### src/rtl/hazard_unit_mc.sv
// rtl/hazard_unit_mc.sv - 5-stage pipeline hazard unit with multi-cycle execute interlock and perf counters
module hazard_unit_mc #(
    parameter int REG_AW    = 5,
    parameter int MC_CYCLES = 32,
    parameter int CNT_W     = 32
) (
    input  logic              clk,
    input  logic              rst,
    input  logic [REG_AW-1:0] rsD,
    input  logic [REG_AW-1:0] rtD,
    input  logic [REG_AW-1:0] rsE,
    input  logic [REG_AW-1:0] rtE,
    input  logic [REG_AW-1:0] writeregE,
    input  logic [REG_AW-1:0] writeregM,
    input  logic [REG_AW-1:0] writeregW,
    input  logic              regwriteE,
    input  logic              regwriteM,
    input  logic              regwriteW,
    input  logic              memtoregE,
    input  logic              mc_opE,
    input  logic              pred_wrongM,
    output logic [1:0]        forwardAE,
    output logic [1:0]        forwardBE,
    output logic              stallF,
    output logic              stallD,
    output logic              stallE,
    output logic              flushD,
    output logic              flushE,
    output logic              flushM,
    output logic              mc_busy,
    output logic              mc_doneE,
    output logic [CNT_W-1:0]  lw_stall_cnt,
    output logic [CNT_W-1:0]  mc_stall_cnt,
    output logic [CNT_W-1:0]  mispred_cnt
);

    localparam int CB = $clog2(MC_CYCLES);

    localparam logic [1:0] IDLE = 2'd0;
    localparam logic [1:0] BUSY = 2'd1;
    localparam logic [1:0] DONE = 2'd2;

    // The IDLE issue cycle and the DONE cycle bracket the BUSY run, so BUSY lasts MC_CYCLES-2 cycles.
    localparam logic [CB-1:0] START_CNT = CB'(MC_CYCLES - 2);
    localparam logic [CB-1:0] ONE_CNT   = CB'(1);

    logic [1:0]    state;
    logic [1:0]    stateNext;
    logic [CB-1:0] cnt;
    logic [CB-1:0] cntNext;
    logic          lwStall;
    logic          mcStart;
    logic          mcStall;

    // E-stage operand forwarding; the younger M result wins over W.
    always_comb begin
        forwardAE = 2'b00;
        if (rsE != '0 && rsE == writeregM && regwriteM) begin
            forwardAE = 2'b10;
        end else if (rsE != '0 && rsE == writeregW && regwriteW) begin
            forwardAE = 2'b01;
        end
        forwardBE = 2'b00;
        if (rtE != '0 && rtE == writeregM && regwriteM) begin
            forwardBE = 2'b10;
        end else if (rtE != '0 && rtE == writeregW && regwriteW) begin
            forwardBE = 2'b01;
        end
    end

    // Load-use detection keyed on the load's destination register.
    always_comb begin
        lwStall = memtoregE && regwriteE && (writeregE != '0)
                  && ((rsD == writeregE) || (rtD == writeregE));
    end

    // Multi-cycle interlock: stall starts in the issue cycle, before the FSM leaves IDLE.
    always_comb begin
        mcStart = (state == IDLE) && mc_opE && !pred_wrongM;
        mcStall = mcStart || (state == BUSY);
    end

    // Pipeline control; flushes dominate stalls and a held E op keeps its E-reg.
    always_comb begin
        stallF   = mcStall || lwStall;
        stallD   = mcStall || lwStall;
        stallE   = mcStall;
        flushD   = pred_wrongM;
        flushE   = pred_wrongM || (lwStall && !mcStall);
        flushM   = pred_wrongM || mcStall;
        mc_busy  = (state == BUSY);
        mc_doneE = (state == DONE);
    end

    // Next-state logic for the multi-cycle occupancy FSM.
    always_comb begin
        stateNext = state;
        cntNext   = cnt;
        case (state)
            IDLE: begin
                if (mcStart) begin
                    stateNext = BUSY;
                    cntNext   = START_CNT;
                end
            end
            BUSY: begin
                if (pred_wrongM) begin
                    stateNext = IDLE;
                    cntNext   = '0;
                end else if (cnt <= ONE_CNT) begin
                    stateNext = DONE;
                    cntNext   = '0;
                end else begin
                    cntNext = cnt - ONE_CNT;
                end
            end
            DONE: begin
                // The op leaves E this cycle, so mc_opE here belongs to it and is ignored.
                stateNext = IDLE;
                cntNext   = '0;
            end
            default: begin
                stateNext = IDLE;
                cntNext   = '0;
            end
        endcase
    end

    // FSM state register; reset aborts any op in flight without a done pulse.
    always_ff @(posedge clk) begin
        if (rst) begin
            state <= IDLE;
            cnt   <= '0;
        end else begin
            state <= stateNext;
            cnt   <= cntNext;
        end
    end

    // Saturating performance counters.
    always_ff @(posedge clk) begin
        if (rst) begin
            lw_stall_cnt <= '0;
            mc_stall_cnt <= '0;
            mispred_cnt  <= '0;
        end else begin
            if (lwStall && !mcStall && lw_stall_cnt != '1) begin
                lw_stall_cnt <= lw_stall_cnt + CNT_W'(1);
            end
            if (state == BUSY && mc_stall_cnt != '1) begin
                mc_stall_cnt <= mc_stall_cnt + CNT_W'(1);
            end
            if (pred_wrongM && mispred_cnt != '1) begin
                mispred_cnt <= mispred_cnt + CNT_W'(1);
            end
        end
    end

endmodule

### config.mk
export PLATFORM = sky130hd
export DESIGN_NAME = hazard_unit_mc
export DESIGN_NICKNAME = d
export VERILOG_FILES = /design/src/rtl/hazard_unit_mc.sv
export SDC_FILE = /design/constraint.sdc
export NUM_CORES = 1
export LEC_CHECK = 0
export BUFFER_PORTS_ARGS = -buffer_cell sky130_fd_sc_hd__buf_2
export CELL_PAD_IN_SITES_DETAIL_PLACEMENT = 0
export CELL_PAD_IN_SITES_GLOBAL_PLACEMENT = 2
export CORE_UTILIZATION = 33
export CTS_BUF_LIST = sky130_fd_sc_hd__clkbuf_4
export DETAILED_ROUTE_END_ITERATION = 8
export PLACE_DENSITY_LB_ADDON = 0.1
export SETUP_SLACK_MARGIN = 0.2
export SYNTH_ARGS = -nofsm -noshare
export SYNTH_HDL_FRONTEND = slang
export SYNTH_SLANG_ARGS = --single-unit
### constraint.sdc
create_clock -name clk -period 6.4 [get_ports clk]
set_clock_uncertainty 0.2 [all_clocks]
set_input_delay 0.32 -clock clk [delete_from_list [all_inputs] [get_ports clk]]
set_output_delay 0.32 -clock clk [all_outputs]
set_load 0.02 [all_outputs]
==> flow_metrics.env <==
export IMPL_max_stage_delay_ns=0.53
export IMPL_worst_setup_path_start_kind="input port"
export IMPL_drc=0
export IMPL_cp_cell_sequence="dlygate4sd3_1 > buf_2 > nor4b_1 > nor2_1 > and2_4 > nand2_1 > nand2b_1 > buf_2"
export IMPL_wirelength_um=14100
export IMPL_worst_pin_slew_ns=1.14
export IMPL_io_buffers=150
export IMPL_die_height_um=129
export IMPL_fmax_mhz=321
export IMPL_viasPerCell=5.12
export IMPL_hold_viol_final=0
export IMPL_synth_cell_type_count=58
export IMPL_path_clk_slew_ns=0.16
export IMPL_synth_adder_area_share=0.0117
export IMPL_cts_max_level=3
export IMPL_finalCritPeriodShare=0.487
export IMPL_final_nets=831
export IMPL_reg2reg_slack_ns=3.55
export IMPL_grt_pass1_vias=4646
export IMPL_area_growth_pct=19.8
export IMPL_final_area_mm2=0.00642
export IMPL_synthFlopType="dfxtp_1"
export IMPL_grt_max_degree=104
export IMPL_final_cell_count_no_fill=1005
export IMPL_cp_data_required_time_ns=5.88
export IMPL_finish_utilization=0.404
export IMPL_synth_compound_area_frac=0.120
export IMPL_cp_end_kind="output port"
export IMPL_numCtsBuffers=9
export IMPL_clock_sinks=103
export IMPL_dp_hpwl_um=10100
export IMPL_ys_warn_count=0
export IMPL_clockRootBuffer="clkbuf_4"
export IMPL_start_util=0.337
export IMPL_fp_row_count=46
export IMPL_period_needed_ns=3.12
export IMPL_relSlewSlack=0.240
export IMPL_synth_xor_area_frac=0.129
export IMPL_final_antenna_net_count=0
export IMPL_power_density_mw_per_mm2=171
export IMPL_via_count=5141
export IMPL_final_setup_tns_ns=0
export IMPL_arrival_ns=2.60
export IMPL_synth_edf_count=0
export IMPL_maxCapViolCount=0
export IMPL_die_w_um=129
export IMPL_die_area_mm2=0.0167
export IMPL_clk_path_buf_depth=2
export IMPL_slew_viol_final=0
export IMPL_cpMostUsedCell="buf_2"
export IMPL_drtIter0Drc=182
export IMPL_syn_nets=692
export IMPL_track_usage=0.170
export IMPL_grt_remaining_overflow=0
export IMPL_fillerInstances=1693
export IMPL_ys_seq_elements=103
export IMPL_ios=151
export IMPL_rsz0062_at_grt="no"
export IMPL_outcome="complete, no violations"
export IMPL_async_flop_share=0
export IMPL_synthMuxAreaShare=0.00560
export IMPL_insertion_delay_ns=0.47
export IMPL_final_cell_mix="149 x buf_2, 103 x dfxtp_1, 78 x nor2_1, 50 x nand2_1, 48 x xnor2_1"
export IMPL_avgSynthCellArea_um2=8.32
export IMPL_antenna_found_initial=2
export IMPL_synth_area_mm2=0.00536
export IMPL_drt_wirelength_per_cell_um=14.0
export IMPL_layout_drive_gt1_share=0.237
export IMPL_cts_tree="done"
export IMPL_place_area_mm2=0.00627
export IMPL_cts_setup_buffers=0
export IMPL_post_cts_resized=0
export IMPL_hold_class="input port to flop"
export IMPL_drtPass1Iterations=4
export IMPL_crit_buf_inv=3
export IMPL_synth_simple_area_share=0.319
export IMPL_setup_viol=0
export IMPL_design_core_area_mm2=0.0159
export IMPL_grt_pass1_wl_um=22700
export IMPL_final_common_cell="buf_2"
export IMPL_path_class="input port to output port"
export IMPL_syn_instance_count=644
export IMPL_slowest_stage="dlygate4sd3_1"
export IMPL_dp_cells=987
export IMPL_p_leak_nw=2.44
export IMPL_place_gp_congestion=0.760
export IMPL_whs_ns=0.112
export IMPL_crit_family="simple AND/OR/NAND/NOR gates"
export IMPL_seq_area_frac_synth=0.385
export IMPL_synth_top_family_by_area="simple AND/OR/NAND/NOR gates"
export IMPL_peakVddDrop_uv=83.0
export IMPL_crit_fanout=14
==> synth_stat cells, drive strengths merged (3+ instances only) <==
master | instances | area share
dfxtp | 103 | 0.38
nor2 | 79 | 0.057
nand2 | 50 | 0.035
xnor2 | 48 | 0.078
a21oi | 47 | 0.044
nand4 | 36 | 0.047
o21ai | 32 | 0.030
xor2 | 31 | 0.051
nand3 | 30 | 0.029
or3 | 30 | 0.035
nor3 | 17 | 0.017
or4 | 16 | 0.023
clkbuf | 15 | 0.011
and3 | 12 | 0.014
inv | 12 | 0.0084
o31ai | 12 | 0.017
nor4 | 11 | 0.018
and4 | 9 | 0.015
buf | 8 | 0.011
and2 | 6 | 0.0075
a31oi | 5 | 0.0070
ha | 5 | 0.012
nor4b | 4 | 0.0089
mux2i | 3 | 0.0056
o2111ai | 3 | 0.0061
==> power by group <==
group / total, W / internal (W) / switching, W / leakage, nW
logic: 0.0000939 / 0.0000375 / 0.0000564 / 1.53
clock network: 0.000350 / 0.000120 / 0.000230 / 0.0704
registers: 0.000652 / 0.000646 / 0.00000548 / 0.831
total: 0.00110 / 0.000804 / 0.000292 / 2.44
==> what timing repair did <==
action,4_1_cts,5_1_grt
setup endpoints to repair,0,0
hold endpoints to repair,1,0
hold buffers,1,0
==> final timing paths <==
path	from	to	cells past startpoint
max reg2reg	state[1]$_SDFFE_PP0P_	lw_stall_cnt[29]$_SDFFE_PP0P_	7
min	mc_opE	cnt[3]$_SDFFE_PP0P_	3
max	pred_wrongM	flushE	8
min reg2reg	lw_stall_cnt[23]$_SDFFE_PP0P_	lw_stall_cnt[23]$_SDFFE_PP0P_	2
==> logic make-up (layout without fill, tap and decap cells) <==
group | after synthesis | count (layout)
DFF | 103 | 103
other | 0 | 1
muxes | 3 | 3
and+or+nand+nor | 309 | 309
adders and majority gates | 5 | 5
AOI/OAI and AO/OA | 110 | 110
buffers and inverters | 35 | 179
xor gates and xnor gates | 79 | 79
==> metrics by stage <==
step / total power (W) / setup slack, ns
2_1_floorplan: 0.000724 / 4.05
3_3_place_gp: 0.000758 / 3.61
3_5_place_dp: 0.000759 / 3.52
4_1_cts: 0.00112 / 3.26
5_1_grt: 0.00115 / 2.94
6_report: 0.00110 / 3.28
==> cell type report <==
class	instances	area, um2	area share
tap	216	270	0.0421
antenna	1	2.50	0.000390
clock inverter	7	71.3	0.0111
inverter	12	45.0	0.00702
clock buffer	9	67.6	0.0105
timing repair buffer	151	763	0.119
multi-input combinational	506	3140	0.489
sequential	103	2060	0.321
==> flip-flops by register name, summed over array words and instances (netlist names) <==
signal        count
lw_stall_cnt     32
mc_stall_cnt     32
mispred_cnt      32
cnt               5
state             2
==> routing by layer <==
metal / part of all wire / vias up / track usage / wire [um]
li1: - / 2611 / - / -
met1: 0.46 / 2409 / 0.207 / 6430
met2: 0.48 / 112 / 0.294 / 6730
met3: 0.055 / 7 / 0.0537 / 780
met4: 0.0075 / 2 / 0.0349 / 105
met5: 0.00057 / - / 0 / 8
==> worst min-delay path, cell delays in order <==
cell     delay, ns
buf_2         0.10
or4b_2        0.25
a31oi_1       0.08
No activity file was read; power rests on OpenSTA's default activity.
